`src/rtl/sb_init_tx_serializer.sv`:
```
// SBINIT sideband transmit serializer: clock-pattern bursts and 64-bit message packets, LSB-first.
// Define SB_TX_PARITY_EN to fill packet bit 63 with the XOR of bits 62:0.
module sb_init_tx_serializer #(
    parameter int SB_MSG_WIDTH = 4,
    parameter int PATTERN_UI   = 64,
    parameter int GAP_UI       = 32
) (
    input  logic                    i_clk,
    input  logic                    i_rst,
    input  logic                    i_start_pattern_req,
    input  logic                    i_tx_msg_valid,
    input  logic [SB_MSG_WIDTH-1:0] i_encoded_SB_msg,
    output logic                    o_start_pattern_done,
    output logic                    o_SB_Busy,
    output logic                    o_falling_edge_busy,
    output logic                    o_sb_data,
    output logic                    o_sb_clk_en,
    output logic                    o_unknown_msg,
    output logic                    o_msg_drop
);

    localparam int PKT_W  = 64;
    localparam int MAX_A  = (PATTERN_UI > PKT_W) ? PATTERN_UI : PKT_W;
    localparam int MAX_UI = (GAP_UI > MAX_A) ? GAP_UI : MAX_A;
    localparam int CNT_W  = $clog2(MAX_UI);

    localparam logic [2:0] ST_IDLE    = 3'd0;
    localparam logic [2:0] ST_PATTERN = 3'd1;
    localparam logic [2:0] ST_PAT_GAP = 3'd2;
    localparam logic [2:0] ST_MSG     = 3'd3;
    localparam logic [2:0] ST_MSG_GAP = 3'd4;

    logic [2:0]              state, state_n;
    logic [CNT_W-1:0]        cnt, cnt_n;
    logic [PKT_W-1:0]        packet, packet_n;
    logic                    pend_valid, pend_valid_n;
    logic [SB_MSG_WIDTH-1:0] pend_code, pend_code_n;
    logic                    pattern_pend, pattern_pend_n;
    logic                    req_q, armed;
    logic                    done_n, fe_n, unk_n, drop_n, msg_taken;
    logic                    start, new_mapped;

    function automatic logic is_mapped(input logic [SB_MSG_WIDTH-1:0] code);
        return (code == SB_MSG_WIDTH'(1)) || (code == SB_MSG_WIDTH'(2)) ||
               (code == SB_MSG_WIDTH'(3));
    endfunction

    function automatic logic [PKT_W-1:0] build_packet(input logic [SB_MSG_WIDTH-1:0] code);
        logic [7:0]       msgcode;
        logic [7:0]       subcode;
        logic [PKT_W-1:0] pkt;
        case (code)
            SB_MSG_WIDTH'(1): begin msgcode = 8'h91; subcode = 8'h00; end
            SB_MSG_WIDTH'(2): begin msgcode = 8'h95; subcode = 8'h01; end
            SB_MSG_WIDTH'(3): begin msgcode = 8'h9A; subcode = 8'h01; end
            default:          begin msgcode = 8'h00; subcode = 8'h00; end
        endcase
        pkt        = '0;
        pkt[4:0]   = 5'b10010;
        pkt[21:14] = msgcode;
        pkt[39:32] = subcode;
`ifdef SB_TX_PARITY_EN
        pkt[63]    = ^pkt[62:0];
`else
        pkt[63]    = 1'b0;
`endif
        return pkt;
    endfunction

    // armed stays low after reset until the request is seen low, so a request
    // held high across reset does not count as a fresh edge.
    assign start      = i_start_pattern_req & ~req_q & armed;
    assign new_mapped = i_tx_msg_valid & is_mapped(i_encoded_SB_msg);

    always_comb begin
        // NOTE: every signal gets a default first so no path leaves it unassigned (no latches).
        state_n        = state;
        cnt_n          = cnt;
        packet_n       = packet;
        pend_valid_n   = pend_valid;
        pend_code_n    = pend_code;
        pattern_pend_n = pattern_pend;
        done_n         = 1'b0;
        fe_n           = 1'b0;
        drop_n         = 1'b0;
        msg_taken      = 1'b0;
        unk_n          = i_tx_msg_valid & (i_encoded_SB_msg != '0) & ~is_mapped(i_encoded_SB_msg);

        case (state)
            ST_IDLE: begin
                if (start || pattern_pend) begin
                    state_n        = ST_PATTERN;
                    cnt_n          = '0;
                    pattern_pend_n = 1'b0;
                end else if (pend_valid) begin
                    state_n      = ST_MSG;
                    cnt_n        = '0;
                    packet_n     = build_packet(pend_code);
                    pend_valid_n = 1'b0;
                end else if (new_mapped) begin
                    state_n   = ST_MSG;
                    cnt_n     = '0;
                    packet_n  = build_packet(i_encoded_SB_msg);
                    msg_taken = 1'b1;
                end
            end
            ST_PATTERN: begin
                if (cnt == CNT_W'(PATTERN_UI - 1)) begin
                    state_n = ST_PAT_GAP;
                    cnt_n   = '0;
                end else begin
                    cnt_n = cnt + CNT_W'(1);
                end
            end
            ST_PAT_GAP: begin
                if (cnt == CNT_W'(GAP_UI - 1)) begin
                    state_n = ST_IDLE;
                    cnt_n   = '0;
                    done_n  = 1'b1;
                    fe_n    = 1'b1;
                end else begin
                    cnt_n = cnt + CNT_W'(1);
                end
            end
            ST_MSG: begin
                if (cnt == CNT_W'(PKT_W - 1)) begin
                    state_n = ST_MSG_GAP;
                    cnt_n   = '0;
                end else begin
                    cnt_n = cnt + CNT_W'(1);
                end
            end
            ST_MSG_GAP: begin
                if (cnt == CNT_W'(GAP_UI - 1)) begin
                    state_n = ST_IDLE;
                    cnt_n   = '0;
                    fe_n    = 1'b1;
                end else begin
                    cnt_n = cnt + CNT_W'(1);
                end
            end
            default: begin
                state_n = ST_IDLE;
                cnt_n   = '0;
            end
        endcase

        if (start && (state != ST_IDLE))
            pattern_pend_n = 1'b1;

        // A slot emptied by this cycle's job choice may be refilled at once.
        if (new_mapped && !msg_taken) begin
            if (!pend_valid_n) begin
                pend_valid_n = 1'b1;
                pend_code_n  = i_encoded_SB_msg;
            end else begin
                drop_n = 1'b1;
            end
        end
    end

    // NOTE: sequential state uses non-blocking assignments so all flops update together.
    always_ff @(posedge i_clk or posedge i_rst) begin
        if (i_rst) begin
            state                <= ST_IDLE;
            cnt                  <= '0;
            packet               <= '0;
            pend_valid           <= 1'b0;
            pend_code            <= '0;
            pattern_pend         <= 1'b0;
            req_q                <= 1'b0;
            armed                <= 1'b0;
            o_SB_Busy            <= 1'b0;
            o_start_pattern_done <= 1'b0;
            o_falling_edge_busy  <= 1'b0;
            o_unknown_msg        <= 1'b0;
            o_msg_drop           <= 1'b0;
        end else begin
            state                <= state_n;
            cnt                  <= cnt_n;
            packet               <= packet_n;
            pend_valid           <= pend_valid_n;
            pend_code            <= pend_code_n;
            pattern_pend         <= pattern_pend_n;
            req_q                <= i_start_pattern_req;
            armed                <= armed | ~i_start_pattern_req;
            o_SB_Busy            <= (state_n != ST_IDLE);
            o_start_pattern_done <= done_n;
            o_falling_edge_busy  <= fe_n;
            o_unknown_msg        <= unk_n;
            o_msg_drop           <= drop_n;
        end
    end

    assign o_sb_data   = ((state == ST_PATTERN) & ~cnt[0]) |
                         ((state == ST_MSG) & packet[cnt[5:0]]);
    assign o_sb_clk_en = (state == ST_PATTERN) | (state == ST_MSG);

endmodule

```
`config.mk`:
```
export PLATFORM = sky130hd
export DESIGN_NAME = sb_init_tx_serializer
export DESIGN_NICKNAME = d
export VERILOG_FILES = /design/src/rtl/sb_init_tx_serializer.sv
export SDC_FILE = /design/constraint.sdc
export NUM_CORES = 1
export LEC_CHECK = 0
export BUFFER_PORTS_ARGS = -buffer_cell sky130_fd_sc_hd__buf_2
export CORE_MARGIN = 2
export CORE_UTILIZATION = 40
export DETAILED_ROUTE_END_ITERATION = 16
export PLACE_DENSITY = 0.59
export SLEW_MARGIN = 25
export SYNTH_ARGS = -nofsm -noshare
export SYNTH_HDL_FRONTEND = slang
export SYNTH_SLANG_ARGS = --single-unit
```
`constraint.sdc`:
```
create_clock -name i_clk -period 2.29 [get_ports i_clk]
set_clock_uncertainty 0.1 [all_clocks]
set_input_delay 0.229 -clock i_clk [delete_from_list [all_inputs] [get_ports i_clk]]
set_output_delay 0.229 -clock i_clk [all_outputs]
set_load 0.02 [all_outputs]
```
==> results by group <==
STA
  – Final hold vios: 0
  – Final setup viols: 0
  – Setup TNS: 0 ns
  – Fin. max-slew vios: 0
  – RSZ-0062 raised after global routing: no
  – Worst-Margin Slew: approximately 0.45 ns
  – Fin crit period: 2.12 ns
  – Relative slew margins: 69.7%
  – Final WS setup: 0.172 ns
  – Max Clock Freq: 472 MHz
  – Crit share post-route: 92.5%

Route
  – WL/cell: 14.5 microns
  – Vias: roughly 1,200
  – DRT iter0 DRCs: 86
  – Post-Route WL: 3.00 mm
  – Vias/cell: 5.73
  – Remaining routing DRC violations: 0
  – Antenna viol nets, final: 0
  – DRT Pass-1 Iters: 4

Pwr
  – Internal cell power: 0.664 mW
  – Pwr per Cell Area: 511 mW/mm^2
  – Switching Share: 23.5%
  – VDD IR max: about 350 uV
  – Flop pwr share: 59.8%
  – Comb pwr share: 9.1%
  – P_leak: 0.748 nW
  – Sw Pwr: 0.204 mW
  – Clock power frac: 31.1%

Synthesis
  – Share of the synthesized area in the top cell type: 45.4%
  – Ys flop type: dfrtp_1
  – Synth cell types: 51
  – Synth warn: 0
  – Post-synth EDFFs: 0
  – Most numerous cell in the Yosys netlist: dfrtp_1
  – Synth Instances: between 100 and 150
  – Top cells by count, synth: 28 x dfrtp_1, 9 x o21ai_0, 8 x nand2_1
  – Synthesized area: 0.00154 sq mm
  – Area leader, netlist: dfrtp_1
  – Post-synthesis async set-or-reset flop share: 100%
  – Sequential area share after synthesis: between 40% and 50%
  – Flops & latches, synth: 28
  – Top cells by area, synth: dfrtp_1 45%, mux2_2 4.4%, o21ai_0 2.9%, and2b_2 2.3%, nor3_4 2.1%
  – Mean Syn Cell Area: 10.6 sq um
  – Syn_nets: 155

Setup path
  – FF-to-FF path depth: 5
  – Worst endpoint data arrival time: 1.79 ns
  – Crit end category: primary output
  – FF-to-FF Start: cnt[0]
  – Critical path class: flop to primary output
  – Reg-to-reg setup timing slack: 0.26 ns
  – Crit path capture: o_sb_data
  – Critical Path Slowest Stage Cell: dfrtp_1
  – Reg-to-Reg End: cnt[3]
  – Crit path max fanout: 10
  – Crit-path cells: nand4b_1 > o211ai_1 > a31oi_1 > a211oi_1 > buf_2
  – Startpoint Class: flop
  – CP peak stage delay: 0.56 ns
  – Worst Path Required: between 1.5 and 2 ns
  – Setup crit start: cnt[2]

Clock network
  – H-Tree Depth: 1
  – CTS clk-pin slew, worst paths: 0.10 ns
  – Post-CTS Resized: 0
  – CTS Sinks: 28
  – Total CTS buffers: 3
  – Clock Tree Root: clkbuf_8
  – CTS max path bufs: 2
  – Clk Latency, worst-skew pair: 0.28 ns
  – CTS tree: done

Floorplan
  – Die W: 66.1 microns
  – Starting Density: 41.8%
  – Die area: 0.00437 sq mm
  – Top Ports: 15
  – Rows: 22
  – Core Area: 0.00369 sq mm
  – DIE HEIGHT: 66.1 microns

Placement
  – IO Port Bufs: 14
  – Dpl hpwl: around 2.2 mm
  – GP Congestion: approximately 0.9
  – Pre-CTS setup slack: roughly 0.26 ns

Cells and area
  – Final Core Density: 46.1%
  – Multi-input combinational cell area: between 700 and 800 sq um
  – Layout cell share with drive strength beyond 1: 24.5%
  – Total Nets Final: 170
  – Ant. Diodes: 0
  – Area Overhead vs Synth: 10.2%
  – FF+latch area: 701 sq um
  – Fill cell count: 345

Global routing
  – GRT Total Usage: between 10% and 20%
  – GRT overflow: 0
  – Initial antenna violation count: 0
  – Vias in the first global route: 1,140
  – Largest net degree at the start of global routing: 29
  – First-pass GRT wire length: 5.18 mm

Status
  – Status: complete, no violations

Hold path
  – Worst min path class: primary input to flop

Flow run
  – Total of max-cap violations: 0
==> worst min-delay path by stage <==
| stage | startpoint | endpoint | cells after the start |
|---|---|---|---|
| 3_3_place_gp | i_rst | armed | 3 |
| 4_1_cts | i_tx_msg_valid | o_unknown_msg | 2 |
| 6_report | i_tx_msg_valid | o_unknown_msg | 2 |
| 3_5_place_dp | i_rst | state[1] | 3 |
| 2_1_floorplan | i_start_pattern_req | req_q | 0 |
| 5_1_grt | i_tx_msg_valid | o_unknown_msg | 2 |
==> registers in the layout, summed over array words and instances (netlist names) <==
name                  count
armed                     1
o_start_pattern_done      1
packet                    6
state                     3
o_unknown_msg             1
pend_valid                1
o_falling_edge_busy       1
pend_code                 4
o_SB_Busy                 1
pattern_pend              1
cnt                       6
req_q                     1
o_msg_drop                1
==> power groups by stage <==
stage          registers [mW]  clock network (mW)  logic (mW)
2_1_floorplan           0.529                   0      0.0529
3_3_place_gp            0.529                   0      0.0767
3_5_place_dp            0.529                   0      0.0790
4_1_cts                 0.519               0.285      0.0817
5_1_grt                 0.523               0.299      0.0919
6_report                0.519               0.270      0.0789
==> critical path, delay by kind of cell (launching register included) <==
family                 cells  cell delay [ns]
AOI/OAI and AO/OA          3             0.61
buffers and inverters      1             0.21
DFF                        1             0.56
and+or+nand+nor            1             0.14
==> layout by cell type (no fill, tap or decap), types with 4 or more instances in the layout <==
master,n
nand3_1,6
nand2_1,8
o21a_1,4
o21ai_0,9
dfrtp_1,28
mux2_2,6
nor3_1,4
nor2_1,5
inv_1,7
buf_2,14
a21oi_1,5
and2b_2,4
==> layer usage <==
layer / GRT usage (%) / vias to the layer above / routed length (microns)
met3: 4.09 / 4 / 137
li1: - / 569 / -
met5: 0 / - / 0
met4: 6.12 / 0 / 49
met1: 19.0 / 585 / 1370
met2: 26.6 / 28 / 1440
==> through the flow <==
step,cells,hold WS [ns],instance area [sq um],power (mW)
3_5_place_dp,202,0.218,1640,0.608
4_1_cts,207,0.0682,1700,0.886
3_3_place_gp,202,0.208,1640,0.605
6_report,207,0.0786,1700,0.869
5_1_grt,207,0.0749,1700,0.914
2_1_floorplan,146,0.160,1540,0.582
==> cells by family (layout without fill, tap and decap cells) <==
| family | after synthesis | after routing | share of synthesized area [%] |
|---|---|---|---|
| DFF | 28 | 28 | 45.4 |
| buffers and inverters | 14 | 27 | 4.38 |
| adders and majority gates | 1 | 1 | 0.811 |
| and+or+nand+nor | 51 | 51 | 23.2 |
| AOI/OAI and AO/OA | 39 | 39 | 17.6 |
| xor gates and xnor gates | 4 | 4 | 2.27 |
| muxes | 9 | 9 | 6.33 |
==> layout make-up <==
type	instances	share of cell area [%]
inverters	7	1.55
flip-flops and latches	28	41.2
repair buffers	17	5.74
multi-input cells	104	45.5
well taps	48	3.53
clock buffers	3	2.43
==> what timing repair did <==
action,4_1_cts,5_1_grt
endpoints found under the hold margin,29,0
hold buffers,2,0
setup buffers,0,0
Note: power is estimated with default switching activity, not from simulation.
